**config.mk**
```make
export PLATFORM = sky130hd
export DESIGN_NAME = x_stack_mpu_flat
export DESIGN_NICKNAME = d
export VERILOG_FILES = /design/src/rtl/x_stack_mpu_if.sv /design/src/rtl/x_stack_mpu.sv /design/src/flat_wrapper.sv
export SDC_FILE = /design/constraint.sdc
export NUM_CORES = 1
export LEC_CHECK = 0
export CORE_UTILIZATION = 48
export DETAILED_ROUTE_END_ITERATION = 12
export PLACE_DENSITY = 0.85
export SETUP_SLACK_MARGIN = 0.3
export SLEW_MARGIN = 15
export SYNTH_ARGS = -nofsm -noshare
export SYNTH_HDL_FRONTEND = slang
export SYNTH_SLANG_ARGS = --single-unit
export TNS_END_PERCENT = 5
```
**constraint.sdc**
```tcl
create_clock -name i_mclk -period 5.4 [get_ports i_mclk]
set_input_delay 1.62 -clock i_mclk [delete_from_list [all_inputs] [get_ports i_mclk]]
set_output_delay 1.62 -clock i_mclk [all_outputs]
set_load 0.005 [all_outputs]
```
**src/rtl/x_stack_mpu_if.sv**
```systemverilog
// Core-side bus seen by the stack memory-protection monitor.
//   pc, data_addr, data_en, data_wr, irq : core activity for the current cycle
//   reset                                : reset request back to the core
//   viol_code, viol_region, viol_cnt     : violation log
// master = core/bench side, slave = monitor side.
interface x_stack_mpu_if;
    logic [15:0] pc;
    logic [15:0] data_addr;
    logic        data_en;
    logic        data_wr;
    logic        irq;
    logic        reset;
    logic [2:0]  viol_code;
    logic [2:0]  viol_region;
    logic [7:0]  viol_cnt;

    modport master (
        output pc, data_addr, data_en, data_wr, irq,
        input  reset, viol_code, viol_region, viol_cnt
    );

    modport slave (
        input  pc, data_addr, data_en, data_wr, irq,
        output reset, viol_code, viol_region, viol_cnt
    );
endinterface

```
**src/rtl/x_stack_mpu.sv**
```systemverilog
// Execution-aware memory-protection monitor for the openMSP430 attestation path.
// Checks pc, data bus and irq every cycle against NREG policy regions and a trusted
// code block (TCB); any violation pulls the core into reset in the same cycle and keeps
// it there until the kill time has elapsed and the core sits at the reset handler.
// Ports:
//   i_mclk     system clock
//   i_reset_n  asynchronous active-low reset
//   io_bus     x_stack_mpu_if.slave: pc/data_addr/data_en/data_wr/irq in,
//              reset/viol_code/viol_region/viol_cnt out
module x_stack_mpu #(
    parameter int unsigned        NREG          = 4,
    parameter logic [NREG*16-1:0] REG_BASE      = {16'h0270, 16'h0230, 16'h6A00, 16'h0400},
    parameter logic [NREG*16-1:0] REG_SIZE      = {16'h0002, 16'h0020, 16'h0040, 16'h0100},
    parameter logic [NREG*3-1:0]  REG_POLICY    = {3'b110, 3'b100, 3'b001, 3'b101},
    parameter logic [15:0]        TCB_BASE      = 16'hA000,
    parameter logic [15:0]        TCB_SIZE      = 16'h1000,
    parameter logic [15:0]        RESET_HANDLER = 16'h0000,
    parameter int unsigned        KILL_MIN      = 4
) (
    input  logic          i_mclk,
    input  logic          i_reset_n,
    x_stack_mpu_if.slave  io_bus
);
    localparam logic [16:0] TCB_LAST = {1'b0, TCB_BASE} + {1'b0, TCB_SIZE} - 17'd2;
    localparam logic [7:0]  KILL_MAX = 8'(KILL_MIN);

    typedef enum logic {StRun, StKill} state_t;

    state_t      r_state, w_state_next;
    logic [7:0]  r_kill_cnt, w_kill_cnt_next;
    logic        r_prev_in_tcb;
    logic [15:0] r_prev_pc;
    logic [2:0]  r_viol_code, r_viol_region;
    logic [7:0]  r_viol_cnt;

    logic            w_in_tcb, w_access;
    logic [NREG-1:0] w_in_reg, w_c1, w_c2, w_wr_tgt;
    logic            w_c3, w_c4, w_c5, w_c6;
    logic [2:0]      w_code, w_region;
    logic            w_viol, w_exit, w_reset_req;

    assign w_in_tcb = ({1'b0, io_bus.pc} >= {1'b0, TCB_BASE}) && ({1'b0, io_bus.pc} <= TCB_LAST);
    assign w_access = io_bus.data_en | io_bus.data_wr;

    // 17-bit bounds so a region ending at 16'hFFFF cannot wrap.
    for (genvar g = 0; g < NREG; g++) begin : g_reg
        localparam logic [16:0] BASE = {1'b0, REG_BASE[g*16 +: 16]};
        localparam logic [16:0] SIZE = {1'b0, REG_SIZE[g*16 +: 16]};
        assign w_in_reg[g] = (SIZE != 17'd0) && ({1'b0, io_bus.data_addr} >= BASE)
                             && ({1'b0, io_bus.data_addr} <= BASE + SIZE - 17'd1);
        assign w_c1[g]     = !w_in_tcb && w_access && w_in_reg[g] && REG_POLICY[g*3];
        assign w_c2[g]     = !w_in_tcb && io_bus.data_wr && w_in_reg[g] && REG_POLICY[g*3+1];
        assign w_wr_tgt[g] = w_in_reg[g] && REG_POLICY[g*3+2];
    end

    assign w_c3 = w_in_tcb && io_bus.data_wr && !(|w_wr_tgt);
    assign w_c4 = w_in_tcb && !r_prev_in_tcb && (io_bus.pc != TCB_BASE);
    assign w_c5 = !w_in_tcb && r_prev_in_tcb && (r_prev_pc != TCB_LAST[15:0]);
    assign w_c6 = io_bus.irq && w_in_tcb;

    function automatic logic [2:0] f_lowest(input logic [NREG-1:0] v);
        f_lowest = 3'd0;
        for (int i = int'(NREG) - 1; i >= 0; i--) begin
            if (v[i]) f_lowest = 3'(i);
        end
    endfunction

    // Lowest cause code wins; only causes 1 and 2 carry a region index.
    always_comb begin
        w_code   = 3'd0;
        w_region = 3'd0;
        if (|w_c1) begin
            w_code   = 3'd1;
            w_region = f_lowest(w_c1);
        end else if (|w_c2) begin
            w_code   = 3'd2;
            w_region = f_lowest(w_c2);
        end else if (w_c3) begin
            w_code = 3'd3;
        end else if (w_c4) begin
            w_code = 3'd4;
        end else if (w_c5) begin
            w_code = 3'd5;
        end else if (w_c6) begin
            w_code = 3'd6;
        end
    end

    assign w_viol = (w_code != 3'd0);

    always_comb begin
        w_state_next    = r_state;
        w_kill_cnt_next = r_kill_cnt;
        w_exit          = 1'b0;
        w_reset_req     = 1'b0;
        unique case (r_state)
            StRun: begin
                w_reset_req = w_viol;
                if (w_viol) begin
                    w_state_next    = StKill;
                    w_kill_cnt_next = 8'd0;
                end
            end
            StKill: begin
                w_exit      = (r_kill_cnt == KILL_MAX) && (io_bus.pc == RESET_HANDLER) && !w_viol;
                w_reset_req = !w_exit;
                if (w_exit) begin
                    w_state_next = StRun;
                end else if (r_kill_cnt != KILL_MAX) begin
                    w_kill_cnt_next = r_kill_cnt + 8'd1;
                end
            end
            default: w_state_next = StRun;
        endcase
    end

    always_ff @(posedge i_mclk or negedge i_reset_n) begin
        if (!i_reset_n) begin
            r_state       <= StRun;
            r_kill_cnt    <= 8'd0;
            r_prev_in_tcb <= 1'b0;
            r_prev_pc     <= RESET_HANDLER;
            r_viol_code   <= 3'd0;
            r_viol_region <= 3'd0;
            r_viol_cnt    <= 8'd0;
        end else begin
            r_state       <= w_state_next;
            r_kill_cnt    <= w_kill_cnt_next;
            r_prev_in_tcb <= w_in_tcb;
            r_prev_pc     <= io_bus.pc;
            // KILL-time violations are logged but never recounted.
            if (w_reset_req && w_viol) begin
                r_viol_code   <= w_code;
                r_viol_region <= w_region;
            end
            if ((r_state == StRun) && w_viol && (r_viol_cnt != 8'hFF)) begin
                r_viol_cnt <= r_viol_cnt + 8'd1;
            end
        end
    end

    // Reset request must stay combinational so the offending access never retires.
    assign io_bus.reset       = i_reset_n & w_reset_req;
    assign io_bus.viol_code   = r_viol_code;
    assign io_bus.viol_region = r_viol_region;
    assign io_bus.viol_cnt    = r_viol_cnt;
endmodule

```
**src/flat_wrapper.sv**
```systemverilog
// flat-port wrapper written by rule: the top's interface ports become plain ports
module x_stack_mpu_flat 
#(
    parameter int unsigned        NREG          = 4,
    parameter logic [NREG*16-1:0] REG_BASE      = {16'h0270, 16'h0230, 16'h6A00, 16'h0400},
    parameter logic [NREG*16-1:0] REG_SIZE      = {16'h0002, 16'h0020, 16'h0040, 16'h0100},
    parameter logic [NREG*3-1:0]  REG_POLICY    = {3'b110, 3'b100, 3'b001, 3'b101},
    parameter logic [15:0]        TCB_BASE      = 16'hA000,
    parameter logic [15:0]        TCB_SIZE      = 16'h1000,
    parameter logic [15:0]        RESET_HANDLER = 16'h0000,
    parameter int unsigned        KILL_MIN      = 4
)
  (i_mclk, i_reset_n, io_bus_pc, io_bus_data_addr, io_bus_data_en, io_bus_data_wr, io_bus_irq, io_bus_reset, io_bus_viol_code, io_bus_viol_region, io_bus_viol_cnt);
  x_stack_mpu_if io_bus_i ();
  input  logic i_mclk;
  input  logic i_reset_n;
  input wire logic [$bits(io_bus_i.pc)-1:0] io_bus_pc;
  input wire logic [$bits(io_bus_i.data_addr)-1:0] io_bus_data_addr;
  input wire logic [$bits(io_bus_i.data_en)-1:0] io_bus_data_en;
  input wire logic [$bits(io_bus_i.data_wr)-1:0] io_bus_data_wr;
  input wire logic [$bits(io_bus_i.irq)-1:0] io_bus_irq;
  output wire logic [$bits(io_bus_i.reset)-1:0] io_bus_reset;
  output wire logic [$bits(io_bus_i.viol_code)-1:0] io_bus_viol_code;
  output wire logic [$bits(io_bus_i.viol_region)-1:0] io_bus_viol_region;
  output wire logic [$bits(io_bus_i.viol_cnt)-1:0] io_bus_viol_cnt;
  assign io_bus_i.pc = io_bus_pc;
  assign io_bus_i.data_addr = io_bus_data_addr;
  assign io_bus_i.data_en = io_bus_data_en;
  assign io_bus_i.data_wr = io_bus_data_wr;
  assign io_bus_i.irq = io_bus_irq;
  assign io_bus_reset = io_bus_i.reset;
  assign io_bus_viol_code = io_bus_i.viol_code;
  assign io_bus_viol_region = io_bus_i.viol_region;
  assign io_bus_viol_cnt = io_bus_i.viol_cnt;
  x_stack_mpu #(.NREG(NREG), .REG_BASE(REG_BASE), .REG_SIZE(REG_SIZE), .REG_POLICY(REG_POLICY), .TCB_BASE(TCB_BASE), .TCB_SIZE(TCB_SIZE), .RESET_HANDLER(RESET_HANDLER), .KILL_MIN(KILL_MIN)) u_core (.i_mclk(i_mclk), .i_reset_n(i_reset_n), .io_bus(io_bus_i));
endmodule
```
### Word level (Yosys, flattened, before mapping)

Index checks and enable logic that the tools add are counted.

| word-level totals | value |
|---|---|
| register bits | 40 |
| input port bits | 37 |
| logic and storage cells | 80 |

| operators by class | value |
|---|---|
| muxes and demuxes | 18 |
| bitwise gates (word level) | 3 |
| order comparisons | 10 |
| reductions and logical operators | 32 |
| eq/ne operators | 8 |
| add/subtract/negate cells | 2 |

Operator list:

| operator | number |
|---|---|
| 16-bit by 10-bit >= comparator with 1-bit output (second input constant) | 2 |
| 16-bit by 10-bit less-or-equal comparator with 1-bit output (second input constant) | 2 |
| 16-bit inequality test (second input constant) | 2 |
| 3-bit two-way mux | 8 |
| 8-bit two-way mux | 3 |
| 1-bit logical AND | 22 |
| 8-bit by 1-bit adder with 8-bit output (second input constant) | 2 |
| 16-bit by 11-bit >= comparator with 1-bit output (second input constant) | 1 |
| 16-bit by 15-bit >= comparator with 1-bit output (second input constant) | 1 |
| 16-bit >= comparator (second input constant) | 1 |
| 16-bit by 11-bit less-or-equal comparator with 1-bit output (second input constant) | 1 |
| 16-bit by 15-bit less-or-equal comparator with 1-bit output (second input constant) | 1 |
| 16-bit less-or-equal comparator (second input constant) | 1 |
| 16-bit logical NOT | 1 |
| 8-bit case mux with 2 select lines | 1 |
| 8-bit by 3-bit equality test with 1-bit output (second input constant) | 1 |
| 8-bit by 3-bit inequality test with 1-bit output (second input constant) | 1 |
| 8-bit inequality test (second input constant) | 1 |
| 1-bit logical NOT | 5 |
| 2-bit inequality test (second input constant) | 2 |
| 1-bit case mux with 2 select lines | 2 |
| 1-bit two-way mux | 3 |
| 3-bit AND reduction | 1 |
| 3-bit nonzero test | 1 |
| other kinds (7) | 7 |

### Depth between registers and ports, before layout

| logic depth | value |
|---|---|
| depth in word-level cells | 16 |
| mapped depth | 8 |

### Least setup slack after synthesis

No wires, ideal clock.

| timing | value |
|---|---|
| path type | in2out |
| start point | in io_bus_data_addr[14] |
| end point | out io_bus_reset |
| buffers on the path | 1 |
| data required time | 3,780 ps |
| stages on the path | 7 |
| path slack | 571 ps |
| arrival | 3,209 ps |
| cell sequence | or4_4 > nor3b_1 > o21ai_1 > a211oi_4 > buf_6 > nor2_1 > a21boi_0 |

| between the ends | value |
|---|---|
| longest elaborated chain between the ends | 14 |

RTL lines:

| what | line | source |
|---|---|---|
| start, declared | flat_wrapper.sv:18 | `input wire logic [$bits(io_bus_i.data_addr)-1:0] io_bus_data_addr;` |
| 16-bit by 11-bit >= comparator with 1-bit output, or another cell as far along | x_stack_mpu.sv:49 | `assign w_in_reg[g] = (SIZE != 17'd0) && ({1'b0, io_bus.data_addr} >= BASE)` |
| 1-bit logical AND | x_stack_mpu.sv:50 | `&& ({1'b0, io_bus.data_addr} <= BASE + SIZE - 17'd1);` |
| 3-bit OR reduction | x_stack_mpu.sv:56 | `assign w_c3 = w_in_tcb && io_bus.data_wr && !(\|w_wr_tgt);` |
| 1-bit logical NOT | x_stack_mpu.sv:56 |  |
| 1-bit logical AND | x_stack_mpu.sv:56 |  |
| 3-bit two-way mux | x_stack_mpu.sv:78 | `end else if (w_c3) begin` |
| 3-bit two-way mux | x_stack_mpu.sv:75 | `end else if (\|w_c2) begin` |
| 3-bit two-way mux * | x_stack_mpu.sv:72 | `if (\|w_c1) begin` |
| 3-bit nonzero test * | x_stack_mpu.sv:89 | `assign w_viol = (w_code != 3'd0);` |
| 1-bit logical NOT | x_stack_mpu.sv:105 | `w_exit = (r_kill_cnt == KILL_MAX) && (io_bus.pc == RESET_HANDLER) && !w_viol;` |
| 1-bit logical AND | x_stack_mpu.sv:105 |  |
| 1-bit logical NOT | x_stack_mpu.sv:106 | `w_reset_req = !w_exit;` |
| 1-bit case mux with 2 select lines * | x_stack_mpu.sv:96 | `unique case (r_state)` |
| 1-bit AND * | x_stack_mpu.sv:143 | `assign io_bus.reset = i_reset_n & w_reset_req;` |
| end, declared | flat_wrapper.sv:22 | `output wire logic [$bits(io_bus_i.reset)-1:0] io_bus_reset;` |

Mark *: on every way between the ends. The rest lies on a longest branch, timed or not.

### Worst setup path after layout

| timing | value |
|---|---|
| start point | in io_bus_pc[2] |
| end point | out io_bus_reset |

| between the ends | value |
|---|---|
| longest elaborated chain between the ends | 16 |

RTL lines:

| what | line | source |
|---|---|---|
| start, declared | flat_wrapper.sv:17 | `input wire logic [$bits(io_bus_i.pc)-1:0] io_bus_pc;` |
| 16-bit >= comparator or 16-bit less-or-equal comparator (tied branches) | x_stack_mpu.sv:42 | `assign w_in_tcb = ({1'b0, io_bus.pc} >= {1'b0, TCB_BASE}) && ({1'b0, io_bus.pc} <= TCB_LAST);` |
| 1-bit logical AND | x_stack_mpu.sv:42 |  |
| 1-bit logical NOT | x_stack_mpu.sv:51, x_stack_mpu.sv:52, x_stack_mpu.sv:58 |  |
| 1-bit logical AND (2 in series) | x_stack_mpu.sv:58 | `assign w_c5 = !w_in_tcb && r_prev_in_tcb && (r_prev_pc != TCB_LAST[15:0]);` |
| 3-bit two-way mux | x_stack_mpu.sv:82 | `end else if (w_c5) begin` |
| 3-bit two-way mux | x_stack_mpu.sv:80 | `end else if (w_c4) begin` |
| 3-bit two-way mux | x_stack_mpu.sv:78 |  |
| 3-bit two-way mux | x_stack_mpu.sv:75 |  |
| 3-bit two-way mux | x_stack_mpu.sv:72 |  |
| 3-bit nonzero test | x_stack_mpu.sv:89 |  |
| 1-bit logical NOT | x_stack_mpu.sv:105 |  |
| 1-bit logical AND | x_stack_mpu.sv:105 |  |
| 1-bit logical NOT | x_stack_mpu.sv:106 |  |
| 1-bit case mux with 2 select lines * | x_stack_mpu.sv:96 |  |
| 1-bit AND * | x_stack_mpu.sv:143 |  |

Marks and branches as above.

==> flow_summary.json <==
{
  "grt_usage": 0.244,
  "critical_path_peak_fanout": 2,
  "max_stage_delay_ns": 0.46,
  "coreArea_um2": 3970,
  "crit_family": "buffers and inverters",
  "synth_nets": 215,
  "worst_clock_skew_ns": 0.00768,
  "critPathBufInv": 3,
  "dieArea_um2": 4400,
  "nets": 302,
  "hold_ws_ns": 0.508,
  "clk_pin_slew_ns": 0.07,
  "vdd_drop_max_mv": 0.201,
  "hpwl_um": 3660,
  "cts_buffers": 5,
  "cts_root_buf": "clkbuf_8",
  "period_needed_ns": 5.04,
  "cp-end-kind": "primary output",
  "required_ns": 3.78,
  "syn2layout_area_growth_pct": 48.1,
  "io_buffers": 50,
  "wire_per_inst_um": 16.1,
  "hp-class": "reg2reg",
  "leakage_nw": 1.31,
  "synth_area_um2": 1990,
  "routed_wl_um": 5040,
  "startpoint_type": "input pin",
  "combPwrFrac": 0.261,
  "via_per_inst": 5.66,
  "hold_viol": 0,
  "vias": 1766,
  "ys_ff_latch": 39,
  "diodes": 0,
  "maxCapViolations": 0,
  "fp.dieW_um": 66.3,
  "synth.avg_cell_area_um2": 11.3,
  "setup_violations": 0,
  "die_h_um": 66.3,
  "clk_path_buf_depth": 2,
  "grt_pass1_vias": 1774,
  "grt_pass1_wl_um": 7920,
  "synth_cell_types": 61,
  "drive_above_1_share": 0.267,
  "synth_top_flop_cell": "dfrtp_1",
  "p_switching_w": 0.000223,
  "rsz0062_at_grt": "no",
  "max_freq_mhz": 198,
  "rows": 23,
  "netlist_instances": 175,
  "cts_tree": "built",
  "clock_power_share": 0.256,
  "critPathSlowestCell": "o31ai_1",
  "grt_start_max_net_pins": 40,
  "fin_crit_sh": 0.933,
  "power.internal_w": 0.000547,
  "synth-edff-count": 0,
  "drt_first_pass_iters": 4,
  "htree_levels": 2,
  "relSlewSlack": 0.545,
  "final_antenna_net_count": 0,
  "synthArstFlopShare": 1.00,
  "worstMarginPinSlew_ns": 0.673,
  "status": "finished, final reports clean",
  "swShare": 0.290,
  "drt-initial-drc-count": 85,
  "place.gp.congestion": 0.861,
  "path_cells": "clkdlybuf4s50_1 > buf_4 > nor4_1 > nand3_1 > o31ai_1 > a21boi_2 > buf_2",
  "start_util": 0.500,
  "antenna_found_initial": 0,
  "power_frac_seq": 0.483,
  "final_util": 0.740,
  "ys_seq_area_frac": 0.491,
  "maxSlewViolCount": 0,
  "crit_type": "in2out",
  "cts_hold_buf": 0,
  "arrival_ns": 3.42,
  "num_io_pins": 52,
  "grt_overflow": 0,
  "p_per_area_nw_per_um2": 262,
  "drc": 0,
  "yosys_warnings": 0,
  "insertion_delay_ns": 0.29,
  "cts.sinks": 39
}
[registers in the layout, summed over array words and instances, names as in the netlist]
name,count
u_core.io_bus.viol_region,2
u_core.r_prev_pc,16
u_core.io_bus.viol_code,3
u_core.r_prev_in_tcb,1
u_core.io_bus.viol_cnt,8
u_core.r_kill_cnt,8
u_core.r_state,1
[layout by cell type, fill, tap and decap left out, drive strengths merged, types with 4 or more instances in the layout]
cell           synthesis  layout
dlygate4sd2            0      12
o21ai                  6       6
o211ai                 5       5
a21oi                  5       5
xnor2                  7       7
buf                    2      35
dfrtp                 39      39
inv                    6       6
nor2                   5       5
a21o                   4       4
nand4                  7       7
and3                   5       5
nor4                   6       6
nand3                  8       8
clkdlybuf4s50          0      32
o31ai                  4       4
clkbuf                 1       6
dlymetal6s2s           0       4
nand2                 13      13
[per-layer routing]
metal  share of wire  global-route usage  wire length [um]
met5               0                   0                 0
met3           0.040              0.0448               204
met2            0.52               0.429              2620
met4           0.019               0.109                94
met1            0.42               0.288              2120
[worst reg2reg max path, cell delays in order, from the launching register on]
cell       delay (ns)
dfrtp_1          0.40
nand4b_1         0.19
o41ai_1          0.64
and2_4           0.29
buf_4            0.12
a2bb2oi_4        0.06
buf_4            0.18
nor3_2           0.38
a2bb2oi_1        0.22
[logic make-up (layout without fill, tap and decap cells)]
logic type               Yosys count  count (layout)  share of synthesized area
buffers and inverters              9              96                     0.0227
AO/OA/AOI/OAI                     48              48                      0.210
multiplexers                       2               2                     0.0132
other                              1               1                    0.00189
adder cells (fa/ha/maj)            3               3                     0.0189
AND/OR/NAND/NOR                   66              66                      0.211
flip-flops                        39              39                      0.491
XOR/XNOR                           7               7                     0.0309
[Yosys cell counts (all sizes together), types with 3 or more instances]
master | instances | area, um^2
o31ai | 4 | 43.8
nor4b | 3 | 26.3
inv | 6 | 22.5
a21o | 4 | 30.0
dfrtp | 39 | 976
nand4 | 7 | 43.8
nand2 | 13 | 48.8
ha | 3 | 37.5
a21oi | 5 | 25.0
nand3 | 8 | 40.0
xnor2 | 7 | 61.3
o21ai | 6 | 30.0
nor2 | 5 | 18.8
and3 | 5 | 31.3
and2 | 3 | 18.8
nor4 | 6 | 58.8
o31a | 3 | 26.3
o211ai | 5 | 51.3
[layout make-up]
type / instances / area [um^2]
clock buffer: 6 / 82.6
multi-input combinational: 127 / 1050
fill: 285 / 1030
sequential: 39 / 976
tap: 50 / 62.6
timing repair buffer: 83 / 741
inverter: 6 / 22.5
clock inverter: 1 / 5.00
[per-stage QoR]
stage                     setup slack [ns]  TNS [ns]  cells  cell area (um^2)  power (W)
after floorplan                      0.571         0    175              1990   0.000477
after global placement              -0.167    -0.167    302              2750   0.000560
after detailed placement            -0.230    -0.230    302              2750   0.000573
after CTS                            0.307         0    312              2920   0.000771
after global routing                 0.266         0    312              2940   0.000811
final                                0.359         0    312              2940   0.000770
[worst paths after layout]
kind,cells after the start,slack (ns),from,end
max,7,0.36,io_bus_pc[2],io_bus_reset
min,1,0.51,u_core.io_bus.viol_code[0],u_core.io_bus.viol_code[0]
max reg2reg,8,2.86,u_core.r_prev_pc[0],u_core.r_kill_cnt[0]
min reg2reg,1,0.51,u_core.io_bus.viol_code[0],u_core.io_bus.viol_code[0]
max in group asynchronous,2,3.67,i_reset_n,u_core.io_bus.viol_cnt[4]
min in group asynchronous,2,1.39,i_reset_n,u_core.r_prev_pc[15]
[power groups by stage]
stage / registers (W) / clock network [W] / logic (W)
after floorplan: 0.000366 / 0 / 0.000111
after global placement: 0.000372 / 0 / 0.000187
after detailed placement: 0.000377 / 0 / 0.000197
after CTS: 0.000371 / 0.000199 / 0.000200
after global routing: 0.000377 / 0.000212 / 0.000221
final: 0.000372 / 0.000197 / 0.000201
[timing repair]
action                     in CTS  in global routing
setup endpoints to repair       1                  1
gates cloned                    0                  0
buffers inserted                3                  0
pin swaps                      14                  6
resized for setup              34                  6
Power figures use the tool's default switching activity.
